<file path="src/rtl/eth_fcs_engine.sv">
// -----------------------------------------------------------------------------
// eth_fcs_engine
//
// Frame-aware Ethernet CRC-32 engine (reflected polynomial 0xEDB88320) that
// sniffs a byte-lane stream beside the MAC. It starts at DA after SFD and
// works in two modes. In generate mode it reports the FCS to append. In check
// mode it validates a received FCS by checking the CRC residue. It also
// tracks frame length, runt frames, illegal keep patterns and good/bad frame
// statistics.
//
// Parameters
//   DATA_W   stream width in bits (8, 16, 32 or 64)
//   MIN_LEN  minimum legal frame length in bytes, FCS included (0 = no check)
//
// Ports
//   clk, rst    clock and synchronous active-high reset
//   s_valid     beat qualifier; every valid beat is consumed
//   s_data      beat data; lane 0 (bits 7:0) is first on the wire
//   s_keep      byte enables, contiguous from lane 0
//   s_last      last beat of the frame
//   chk_mode    0 = generate, 1 = check; latched on the first beat of a frame
//   abort       discard the current frame
//   cnt_clr     clear good/bad statistics counters
//   crc_cur     running CRC register before final inversion
//   res_valid   one-cycle result strobe, one cycle after the last beat
//   fcs         ~final CRC; fcs[7:0] goes on the wire first
//   fcs_ok      check mode: residue matched; generate mode: always 1
//   runt        frame shorter than MIN_LEN
//   keep_err    an illegal keep pattern was seen in the frame
//   frame_len   frame byte count, saturating at 0xFFFF
//   good_cnt    frames with fcs_ok & !runt & !keep_err, saturating
//   bad_cnt     all other completed frames, saturating
// -----------------------------------------------------------------------------
module eth_fcs_engine #(
    parameter int DATA_W  = 8,
    parameter int MIN_LEN = 64
) (
    input  logic                clk,
    input  logic                rst,
    input  logic                s_valid,
    input  logic [DATA_W-1:0]   s_data,
    input  logic [DATA_W/8-1:0] s_keep,
    input  logic                s_last,
    input  logic                chk_mode,
    input  logic                abort,
    input  logic                cnt_clr,
    output logic [31:0]         crc_cur,
    output logic                res_valid,
    output logic [31:0]         fcs,
    output logic                fcs_ok,
    output logic                runt,
    output logic                keep_err,
    output logic [15:0]         frame_len,
    output logic [31:0]         good_cnt,
    output logic [31:0]         bad_cnt
);

    localparam int NB = DATA_W / 8;

    localparam logic [31:0]   CRC_SEED    = 32'hFFFF_FFFF;
    localparam logic [31:0]   CRC_POLY    = 32'hEDB8_8320;
    localparam logic [31:0]   CRC_RESIDUE = 32'hDEBB_20E3;
    localparam logic [NB-1:0] KEEP_ALL    = '1;
    localparam logic [NB-1:0] KEEP_ONE    = NB'(1);

    typedef enum logic [0:0] {
        ST_IDLE     = 1'b0,
        ST_IN_FRAME = 1'b1
    } state_t;

    // Fold one byte into the CRC, LSB first.
    function automatic logic [31:0] crc_fold_byte(input logic [31:0] crc_in,
                                                  input logic [7:0]  data_byte);
        logic [31:0] c;
        c = crc_in;
        for (int b = 0; b < 8; b++) begin
            c = (c >> 1) ^ ({32{c[0] ^ data_byte[b]}} & CRC_POLY);
        end
        return c;
    endfunction

    // -------------------------------------------------------------------------
    // State
    // -------------------------------------------------------------------------
    state_t      state_reg, state_next;
    logic [31:0] crc_reg;
    logic [15:0] len_reg;
    logic        kerr_reg;
    logic        mode_reg;

    logic        res_valid_reg;
    logic [31:0] fcs_reg;
    logic        fcs_ok_reg;
    logic        runt_reg;
    logic        keep_err_reg;
    logic [15:0] frame_len_reg;
    logic [31:0] good_reg;
    logic [31:0] bad_reg;

    // -------------------------------------------------------------------------
    // Lane extraction
    // -------------------------------------------------------------------------
    logic [7:0] lane_byte [NB];

    generate
        for (genvar gi = 0; gi < NB; gi++) begin : g_lane
            assign lane_byte[gi] = s_data[gi*8 +: 8];
        end
    endgenerate

    // -------------------------------------------------------------------------
    // Keep decode: effective keep is the lowest contiguous run of set bits.
    // A legal keep is already such a run starting at lane 0, so this only
    // changes anything for malformed beats (which raise keep_err anyway).
    // -------------------------------------------------------------------------
    logic [NB-1:0] eff_keep;
    logic [3:0]    eff_cnt;

    always_comb begin : keep_decode
        logic seen;
        logic brk;
        seen     = 1'b0;
        brk      = 1'b0;
        eff_keep = '0;
        eff_cnt  = 4'd0;
        for (int i = 0; i < NB; i++) begin
            if (s_keep[i] && !brk) begin
                eff_keep[i] = 1'b1;
                eff_cnt     = eff_cnt + 4'd1;
            end
            // A clear lane after the run has started ends the run for good.
            if (seen && !s_keep[i]) begin
                brk = 1'b1;
            end
            seen = seen | s_keep[i];
        end
    end

    logic last_keep_ok;
    logic beat_kerr;

    // Last-beat keep must be 2^n-1 with n >= 1; earlier beats must be full.
    assign last_keep_ok = (s_keep != '0) && ((s_keep & (s_keep + KEEP_ONE)) == '0);
    assign beat_kerr    = s_last ? ~last_keep_ok : (s_keep != KEEP_ALL);

    // -------------------------------------------------------------------------
    // Datapath. A frame start uses the seed and zeroed accumulators directly,
    // so a frame may begin on the cycle right after the previous s_last.
    // -------------------------------------------------------------------------
    logic        in_idle;
    logic [31:0] crc_base;
    logic [15:0] len_base;
    logic        kerr_base;
    logic        mode_cur;
    logic [31:0] crc_acc;
    logic [16:0] len_sum;
    logic [15:0] len_next;
    logic        kerr_next;
    logic [16:0] min_len_w;
    logic        fin_ok;
    logic        fin_runt;
    logic        fin_good;
    logic        frame_end;

    assign in_idle   = (state_reg == ST_IDLE);
    assign crc_base  = in_idle ? CRC_SEED : crc_reg;
    assign len_base  = in_idle ? 16'd0 : len_reg;
    assign kerr_base = in_idle ? 1'b0 : kerr_reg;
    assign mode_cur  = in_idle ? chk_mode : mode_reg;

    always_comb begin : crc_chain
        crc_acc = crc_base;
        for (int i = 0; i < NB; i++) begin
            if (eff_keep[i]) begin
                crc_acc = crc_fold_byte(crc_acc, lane_byte[i]);
            end
        end
    end

    assign len_sum   = {1'b0, len_base} + {13'd0, eff_cnt};
    assign len_next  = len_sum[16] ? 16'hFFFF : len_sum[15:0];
    assign kerr_next = kerr_base | beat_kerr;

    assign min_len_w = 17'(MIN_LEN);
    assign fin_ok    = mode_cur ? (crc_acc == CRC_RESIDUE) : 1'b1;
    assign fin_runt  = ({1'b0, len_next} < min_len_w);
    assign fin_good  = fin_ok & ~fin_runt & ~kerr_next;
    assign frame_end = s_valid & s_last & ~abort;

    // -------------------------------------------------------------------------
    // FSM
    // -------------------------------------------------------------------------
    always_ff @(posedge clk) begin
        if (rst) begin
            state_reg <= ST_IDLE;
        end else begin
            state_reg <= state_next;
        end
    end

    always_comb begin
        state_next = state_reg;
        if (abort) begin
            state_next = ST_IDLE;
        end else if (s_valid) begin
            state_next = s_last ? ST_IDLE : ST_IN_FRAME;
        end
    end

    // -------------------------------------------------------------------------
    // Frame accumulators and results
    // -------------------------------------------------------------------------
    always_ff @(posedge clk) begin
        if (rst) begin
            crc_reg       <= CRC_SEED;
            len_reg       <= 16'd0;
            kerr_reg      <= 1'b0;
            mode_reg      <= 1'b0;
            res_valid_reg <= 1'b0;
            fcs_reg       <= 32'd0;
            fcs_ok_reg    <= 1'b0;
            runt_reg      <= 1'b0;
            keep_err_reg  <= 1'b0;
            frame_len_reg <= 16'd0;
        end else begin
            res_valid_reg <= 1'b0;
            if (abort) begin
                crc_reg  <= CRC_SEED;
                len_reg  <= 16'd0;
                kerr_reg <= 1'b0;
            end else if (s_valid) begin
                crc_reg  <= crc_acc;
                len_reg  <= len_next;
                kerr_reg <= kerr_next;
                if (in_idle) begin
                    mode_reg <= chk_mode;
                end
                if (s_last) begin
                    res_valid_reg <= 1'b1;
                    fcs_reg       <= ~crc_acc;
                    fcs_ok_reg    <= fin_ok;
                    runt_reg      <= fin_runt;
                    keep_err_reg  <= kerr_next;
                    frame_len_reg <= len_next;
                end
            end
        end
    end

    // -------------------------------------------------------------------------
    // Statistics; a clear beats a coincident increment.
    // -------------------------------------------------------------------------
    always_ff @(posedge clk) begin
        if (rst || cnt_clr) begin
            good_reg <= 32'd0;
            bad_reg  <= 32'd0;
        end else if (frame_end) begin
            if (fin_good) begin
                if (good_reg != 32'hFFFF_FFFF) begin
                    good_reg <= good_reg + 32'd1;
                end
            end else begin
                if (bad_reg != 32'hFFFF_FFFF) begin
                    bad_reg <= bad_reg + 32'd1;
                end
            end
        end
    end

    assign crc_cur   = crc_reg;
    assign res_valid = res_valid_reg;
    assign fcs       = fcs_reg;
    assign fcs_ok    = fcs_ok_reg;
    assign runt      = runt_reg;
    assign keep_err  = keep_err_reg;
    assign frame_len = frame_len_reg;
    assign good_cnt  = good_reg;
    assign bad_cnt   = bad_reg;

endmodule

</file>
<file path="config.mk">
export PLATFORM = sky130hd
export DESIGN_NAME = eth_fcs_engine
export DESIGN_NICKNAME = d
export VERILOG_FILES = /design/src/rtl/eth_fcs_engine.sv
export SDC_FILE = /design/constraint.sdc
export NUM_CORES = 1
export LEC_CHECK = 0
export CORE_AREA = 2 2 147 149
export CTS_CLUSTER_DIAMETER = 60
export DETAILED_ROUTE_END_ITERATION = 10
export DIE_AREA = 0 0 149 151
export MAX_ROUTING_LAYER = met4
export PLACE_DENSITY = 0.68
export SYNTH_ARGS = -nofsm -noshare
export SYNTH_HDL_FRONTEND = slang
export SYNTH_SLANG_ARGS = --single-unit
</file>
<file path="constraint.sdc">
create_clock -name clk -period 5.2 [get_ports clk]
set_clock_uncertainty 0.15 [all_clocks]
set_input_delay 1.04 -clock clk [delete_from_list [all_inputs] [get_ports clk]]
set_output_delay 1.04 -clock clk [all_outputs]
set_load 0.005 [all_outputs]
</file>
==> metrics.yaml, run 1 <==
synth_top_family_by_area: "simple AND/OR/NAND/NOR gates"
synthCells: 1117
synth.distinct_cells: 68
p_leak_nw: 4.597
grt-ovfl-total: 0
grt_max_degree: 69
pwr-share-comb_pct: 15.4
synth_top_area_share_pct: 36.11
drtPass1Iterations: 5
synthXorXnorAreaFrac_pct: 13.54
cts_buffer_depth: 2
track_usage_pct: 26.09
wl_per_cell_um: 18.42
area_growth_pct: 28.53
antenna_left: 0
final_cell_mix: "dfxtp_1, clkdlybuf4s50_1, nor2_1"
endpoint_kind: "flip-flop"
p_per_area_nw_per_um2: 264.7
cts_tree: "yes"
drive_gt1_share_pct: 8.842
hold_depth: 2
worst_slew_pin_slew_ps: 1009
cts_buffers: 17
root_buffer: "clkbuf_16"
critPathLaunchType: "input pin"
finalHoldViolCount: 0
die_area_um2: 22500
power.share.sequential_pct: 42.8
r2r_setup_slack_ps: 800
cp_max_fo: 9
insertion_delay_ps: 430
grt_pass1_wl_mm: 44.69
yosys.area_share.simple_pct: 23.96
ys.flop_type: "dfxtp_1"
avgSynthCellArea_um2: 8.288
async_flop_share_pct: 0
layout.nets: 1285
clock-sinks: 167
final_cells: 1554
layout_commonest_cell: "dfxtp_1"
path_class: "input pin to flip-flop"
final_core_util_pct: 57.14
first_global_vias: 7937
syn-num-nets: 1137
gp_congestion: 0.9392
initial_utilization_pct: 44.46
critical_path_required_ps: 5410
worstReg2RegEnd: "good_cnt[25]$_SDFFE_PP0P_"
ys_ff_latch: 167
dp.cells: 1521
antenna_found_initial: 1
hp-start: "runt$_SDFFE_PP0P_"
p_int_w: 0.002291
min_path_type: "flip-flop to flip-flop"
irDropWorstVdd_mv: 0.2077
place_hpwl_mm: 20.71
tns_ps: 0
clk_pin_slew_worst_paths_ps: 70
p_switching_w: 0.0008582
fin_crit_sh_pct: 91.31
worstPathArrival_ps: 4950
drv_slew: 0
synth_compound_area_share_pct: 18.95
synth_warnings: 0
reg2reg_from: "state_reg$_SDFFE_PP0P_"
fp.dieW_um: 149
drcViolationCount: 0
portBuffers: 163
cts_setup_buffers: 0
synthMuxAreaShare_pct: 2.622
core_area_um2: 20820
cts_resized: 0
slew_headroom_pct: 32.66
p_sw_share_pct: 27.25
clock.fmax_ghz: 0.2106
dieHeight_um: 151
grt_setup_unrepaired: "no"
reg2reg_depth: 13
finalCriticalPeriod_ps: 4748
wirelength_mm: 28.63
outcome: "completed"
pin_count: 164
synth_top_cell_by_area: "dfxtp_1"
via_per_inst: 5.644
yosysSeqAreaShare_pct: 36.11
drt-initial-drc-count: 540
synth-edff-count: 0
setup_viol_count_final: 0
min_to: "runt$_SDFFE_PP0P_"
synth.top_cells.by_area: "dfxtp_1, xnor2_1, nor2_1"
vias: 8771
rows: 53
syn_area_um2: 9258
synthAdderAreaFrac_pct: 0.5406
postCtsHoldBufs: 0
htreeDepth: 4
cap_violations: 0
clockPowerShare_pct: 41.8
-- worst max-delay path by stage --
stage,startpoint,end
floorplan,state_reg$_SDFFE_PP0P_,good_cnt[1]$_SDFFE_PP0P_
global placement,s_data[0],good_cnt[23]$_SDFFE_PP0P_
detailed placement,s_data[0],good_cnt[25]$_SDFFE_PP0P_
CTS,s_data[0],good_cnt[25]$_SDFFE_PP0P_
global route,s_data[0],good_cnt[25]$_SDFFE_PP0P_
finish,s_data[0],good_cnt[25]$_SDFFE_PP0P_
-- cell families after synthesis --
group,Yosys count
adders and majority gates,4
xor gates and xnor gates,111
muxes,24
and+or+nand+nor,453
buffers and inverters,97
DFF,167
AOI/OAI and AO/OA,261
-- critical path, cell delays in order --
cell,delay [ps]
clkdlybuf4s50_1,600
xor2_2,300
nand3_1,170
a211oi_1,410
nor2_1,140
a2bb2oi_1,190
nor4b_1,450
buf_4,190
nand4b_1,150
o31a_1,410
or3_1,430
buf_4,190
nor4_1,150
o21bai_1,140
-- synthesized netlist by cell type, types with 4 or more instances --
cell,instances
or4_1,8
a2111oi_0,4
a22oi_1,40
o21a_1,5
nand3_1,41
mux2i_1,22
xnor3_1,15
buf_2,19
nor2_1,130
o21bai_1,4
o2111ai_1,6
nand4_1,11
a211oi_1,18
a31o_2,8
o211ai_1,7
nor3_1,12
buf_1,10
a21o_1,6
xnor2_1,56
a31oi_1,14
nor4_1,8
dfxtp_1,167
a211o_1,5
nand2_1,107
ha_1,4
nand2b_1,55
a41o_1,5
inv_1,12
xor2_1,33
a21oi_1,58
o22ai_1,4
o21ai_0,47
nor2b_1,7
or3_1,17
or2_2,5
o31ai_1,8
clkbuf_1,53
and3_1,32
and2_1,9
-- final cells by class --
cell class | count | area (µm²)
fillers | 1930 | 8924
multi-input cells | 853 | 5539
flip-flops and latches | 167 | 3344
repair buffers | 213 | 2004
clock buffers | 19 | 452.9
well taps | 275 | 344.1
clock inverters | 13 | 162.7
inverters | 13 | 48.80
diodes | 1 | 2.502
-- power groups by stage --
| stage | Sequential [W] | Combinational, W | Clock [W] |
|---|---|---|---|
| floorplan | 0.00136 | 0.000293 | 0 |
| global placement | 0.00138 | 0.000477 | 0 |
| detailed placement | 0.00138 | 0.000479 | 0 |
| CTS | 0.00135 | 0.000482 | 0.00134 |
| global route | 0.00135 | 0.000522 | 0.00139 |
| finish | 0.00135 | 0.000486 | 0.00132 |
-- per-layer routing --
metal | up-vias | wire length, µm | track usage [%]
met4 | 0 | 798 | 9.381
met3 | 50 | 1563 | 4.066
met2 | 289 | 13290 | 40.48
met5 | - | 0 | -
li1 | 4272 | - | -
met1 | 4160 | 12980 | 34.70
-- stage by stage --
| step | cell area, µm² | total power [W] | setup slack (ps) | hold slack [ps] |
|---|---|---|---|---|
| after floorplan | 9263 | 0.001657 | 119.6 | 300.1 |
| after global placement | 11280 | 0.001852 | 98.40 | 294.1 |
| after detailed placement | 11280 | 0.001854 | 94.73 | 304.6 |
| after CTS | 11900 | 0.003170 | 518.0 | 317.9 |
| after global routing | 11900 | 0.003267 | 66.12 | 344.8 |
| final | 11900 | 0.003149 | 451.9 | 317.2 |
No activity file was read; power rests on OpenSTA's default activity.
==> inputs of run 2 (changes only) <==
==> constraint.sdc (replaced) <==
create_clock -name clk -period 5.2 [get_ports clk]
set_clock_uncertainty 0.15 [all_clocks]
set_input_delay 0.52 -clock clk [delete_from_list [all_inputs] [get_ports clk]]
set_output_delay 0.52 -clock clk [all_outputs]
set_load 0.005 [all_outputs]
==> run 2 against run 1 <==
Sequential cell count did not move; combinational power fell by 4.1%; core utilization is 0.78 points lower; hold slack got worse by 10 ps; setup slack better by 110 ps; wire length is 0.28% higher; clock power is essentially flat; critical path depth fell by 2; global-route usage grew 0.15 points; power up 0.10%; sequential share of layout area increased by 0.39 points.
==> metrics.yaml, run 2 (synthesized netlist as in run 1, its figures left out) <==
outcome: "completed"
irDropWorstVdd_mv: 0.2318
htreeDepth: 4
cts_resized: 0
p_int_w: 0.002301
place_hpwl_mm: 20.37
min_path_type: "input pin to flip-flop"
crit_buf_inv: 1
n_antenna_cell: 0
core_area_um2: 20820
vias: 8699
busiest_layer: "met2"
finalCriticalPeriod_ps: 4643
layout.nets: 1262
via_per_inst: 5.686
critical_path.most_common_cell: "nand2_1"
p_switching_w: 0.0008512
drcViolationCount: 0
drtPass1Iterations: 5
slew_headroom_pct: 31.55
setup_slack_ps: 557.0
worstPathArrival_ps: 4880
dieHeight_um: 151
area_growth_pct: 26.79
endpoint_kind: "flip-flop"
root_buffer: "clkbuf_16"
setup_viol_count_final: 0
critical_path_required_ps: 5440
antenna_found_initial: 0
worst_slew_pin_slew_ps: 1026
drt-initial-drc-count: 557
clock.fmax_ghz: 0.2154
place_ws_ps: 253.0
critical_path.cell_chain: "xor2_1 -> a21oi_1 -> o211ai_1 -> nand2_1 -> xnor2_1 -> a221o_1 -> or4_4 -> o31ai_2 -> nand2_1 -> buf_4 -> or4_1 -> nand2_1"
cts_buffer_depth: 2
finalHoldViolCount: 0
die_area_um2: 22500
gp_congestion: 0.9282
postCtsHoldBufs: 0
portBuffers: 163
cpPeakStageDelay_ps: 660
path_class: "flip-flop to flip-flop"
slowest_stage: "dfxtp_1"
clock-sinks: 167
wl_per_cell_um: 18.76
antenna_left: 0
gr-usage-met2_pct: 40.88
pin_count: 164
fp.dieW_um: 149
initial_utilization_pct: 44.46
insertion_delay_ps: 440
cap_violations: 0
p_per_area_nw_per_um2: 268.6
clockPowerShare_pct: 42.5
fin_crit_sh_pct: 89.29
wirelength_mm: 28.71
cts_buffers: 17
first_global_vias: 7903
drv_slew: 0
grt_pass1_wl_mm: 44.95
critPathLaunchType: "flip-flop"
clk_pin_slew_worst_paths_ps: 70
cts_tree: "yes"
cts_setup_buffers: 0
tns_ps: 0
grt_max_degree: 79
use_met3_pct: 3.494
rows: 53
cp_max_fo: 16
path_delay_family: "simple AND/OR/NAND/NOR gates"
met1_usage_pct: 35.75
power.share.sequential_pct: 42.7
pwr-share-comb_pct: 14.8
grt_setup_unrepaired: "no"
layout_commonest_cell: "dfxtp_1"
track_usage_pct: 26.24
whs_ps: 307.0
grt-ovfl-total: 0
final_cell_mix: "dfxtp_1, clkdlybuf4s50_1, nor2_1"
p_sw_share_pct: 27.00
drive_gt1_share_pct: 7.092
p_leak_nw: 4.486
run 2: path summary, 6_finish.rpt:
| kind | start | endpoint | slack, ps | depth (start not counted) |
|---|---|---|---|---|
| setup reg to reg | crc_cur[0]$_SDFFE_PP1P_ | good_cnt[4]$_SDFFE_PP0P_ | 560 | 12 |
| hold reg to reg | frame_len[15]$_SDFFE_PP0P_ | frame_len[15]$_SDFFE_PP0P_ | 320 | 2 |
| hold / removal | rst | frame_len[15]$_SDFFE_PP0P_ | 310 | 2 |
| setup / recovery | crc_cur[0]$_SDFFE_PP1P_ | good_cnt[4]$_SDFFE_PP0P_ | 560 | 12 |
run 2: layout make-up:
cell class                 instances  area, µm²
tap                              275      344.1
fill                            1946       9085
clock buffer                      19      442.9
timing repair buffer             190       1844
sequential                       167       3344
inverter                          13      48.80
clock inverter                    13      173.9
multi-input combinational        853       5539
run 2: layer usage:
metal | share of wire, % | routed length (µm) | up-vias
li1 | - | - | 4213
met1 | 46 | 13160 | 4143
met2 | 46 | 13300 | 302
met3 | 5.7 | 1636 | 41
met4 | 2.1 | 607 | 0
met5 | 0 | 0 | -
run 2: through the flow:
step / utilization [%] / cells / cell area [µm²] / total power (W)
after CTS: 56.37 / 1530 / 11740 / 0.003163
after global routing: 56.37 / 1530 / 11740 / 0.003253
after floorplan: - / 1117 / 9263 / 0.001657
after global placement: 53.41 / 1498 / 11120 / 0.001835
after detailed placement: 53.41 / 1498 / 11120 / 0.001834
final: 56.37 / 1530 / 11740 / 0.003152
run 2: power groups by stage:
stage               Combinational [W]  Clock, W  Sequential (W)
floorplan                    0.000293         0         0.00136
global placement             0.000460         0         0.00137
detailed placement           0.000459         0         0.00137
CTS                          0.000462   0.00136         0.00135
global route                 0.000501   0.00140         0.00135
finish                       0.000466   0.00134         0.00135
==> inputs of run 3 (changes only) <==
Settings changed: PLACE_DENSITY 0.68 to 0.65.
Clock period 5.2 ns to 5 ns, I/O delays scaled along.
==> run 3 against run 2 <==
Power is 4.6% higher; final cell count is 0.46% higher; die area is the same; sequential cell count stayed put; core utilization is 0.29 points higher; clock-buffer cell count is 1 lower; global-route usage grew 0.32 points; cell area grew 0.52%; critical path type unchanged.
==> metrics.yaml, run 3 (synthesized netlist as in run 1, its figures left out) <==
n_antenna_cell: 0
fp.dieW_um: 149
worstPathArrival_ps: 4860
clock-sinks: 167
n_fill_cell: 1957
path_class: "flip-flop to flip-flop"
p_per_area_nw_per_um2: 279.5
track_usage_pct: 26.56
wl_per_cell_um: 18.85
critical_path_required_ps: 5210
drt-initial-drc-count: 617
final_cell_mix: "dfxtp_1, clkdlybuf4s50_1, nor2_1"
whs_ps: 319.3
place_hpwl_mm: 20.73
cap_violations: 0
antenna_left: 0
clk_pin_slew_worst_paths_ps: 70
worst_slew_pin_slew_ps: 1033
via_per_inst: 5.615
pin_count: 164
grt_max_degree: 69
insertion_delay_ps: 430
first_global_vias: 8093
grt-ovfl-total: 0
min_path_type: "flip-flop to flip-flop"
r2r_setup_slack_ps: 350
cts_tree: "yes"
htreeDepth: 4
cts_resized: 0
antenna_found_initial: 0
tns_ps: 0
fin_crit_sh_pct: 93.05
outcome: "completed"
setup_slack_ps: 347.5
drtPass1Iterations: 5
cp_max_fo: 25
postCtsHoldBufs: 0
area_growth_pct: 27.45
drv_slew: 0
place_ws_ps: 96.02
slew_headroom_pct: 31.08
core_area_um2: 20820
layout.nets: 1269
wirelength_mm: 28.97
layout_commonest_cell: "dfxtp_1"
endpoint_kind: "flip-flop"
clock.fmax_ghz: 0.2149
root_buffer: "clkbuf_16"
gp_congestion: 0.9402
drive_gt1_share_pct: 7.845
cts_buffer_depth: 2
grt_setup_unrepaired: "no"
initial_utilization_pct: 44.46
p_leak_nw: 4.542
drcViolationCount: 0
cts_buffers: 17
critPathLaunchType: "flip-flop"
finalHoldViolCount: 0
cts_setup_buffers: 0
p_total_w: 0.003298
vias: 8630
portBuffers: 163
grt_pass1_wl_mm: 45.51
irDropWorstVdd_mv: 0.2274
rows: 53
finalCriticalPeriod_ps: 4653
dieHeight_um: 151
die_area_um2: 22500
final_core_util_pct: 56.66
setup_viol_count_final: 0
[run 3: changes by cell type in the layout (fill, tap and decap cells not counted), sizes merged]
cell	before	now
clkbuf	19	18
buf	30	37
inv	13	16
clkinvlp	3	1
[run 3: worst max-delay path: stages (launching register included)]
cell,delay (ps)
dfxtp_2,350
buf_4,250
and2_1,170
ha_1,180
nand3_1,130
or3_1,520
nand2_1,120
o311a_1,250
a2111oi_0,120
and4bb_1,280
nor2b_1,670
inv_1,330
o2111a_1,590
a31o_2,360
a21oi_1,100
[run 3: metal layers]
layer	GRT usage (%)	wire, µm	vias up
met2	41.77	13680	266
li1	-	-	4234
met1	35.68	13200	4097
met5	-	0	-
met4	8.143	616	0
met3	3.705	1464	33
[run 3: through the flow]
| step | cells | area, µm² |
|---|---|---|
| 4_1_cts | 1537 | 11800 |
| 6_report | 1537 | 11800 |
| 3_5_place_dp | 1505 | 11170 |
| 2_1_floorplan | 1117 | 9284 |
| 3_3_place_gp | 1505 | 11170 |
| 5_1_grt | 1537 | 11800 |
[run 3: final timing paths]
path                                   start                    endpoint  depth (start not counted)
hold reg to reg   frame_len[15]$_SDFFE_PP0P_  frame_len[15]$_SDFFE_PP0P_                          2
hold / removal    frame_len[15]$_SDFFE_PP0P_  frame_len[15]$_SDFFE_PP0P_                          2
setup reg to reg      state_reg$_SDFFE_PP0P_    bad_cnt[31]$_SDFFE_PP0P_                         14
setup / recovery      state_reg$_SDFFE_PP0P_    bad_cnt[31]$_SDFFE_PP0P_                         14
[run 3: final cells by class]
cell class / instances / area (µm²) / share of cell area (%)
Inverter: 13 / 48.80 / 0.4136
Timing Repair Buffer: 197 / 1872 / 15.86
Tap cell: 275 / 344.1 / 2.916
Clock buffer: 18 / 439.2 / 3.722
Clock inverter: 14 / 191.4 / 1.622
Sequential cell: 167 / 3344 / 28.35
Multi-Input combinational cell: 853 / 5559 / 47.12
[run 3: where the power goes]
group / total (W) / leakage, nW / internal [W] / switching, W
sequential: 0.00140 / 1.36 / 0.00137 / 0.0000315
combinational: 0.000492 / 2.88 / 0.000226 / 0.000267
clock: 0.00141 / 0.306 / 0.000815 / 0.000594
total: 0.00330 / 4.54 / 0.00241 / 0.000893
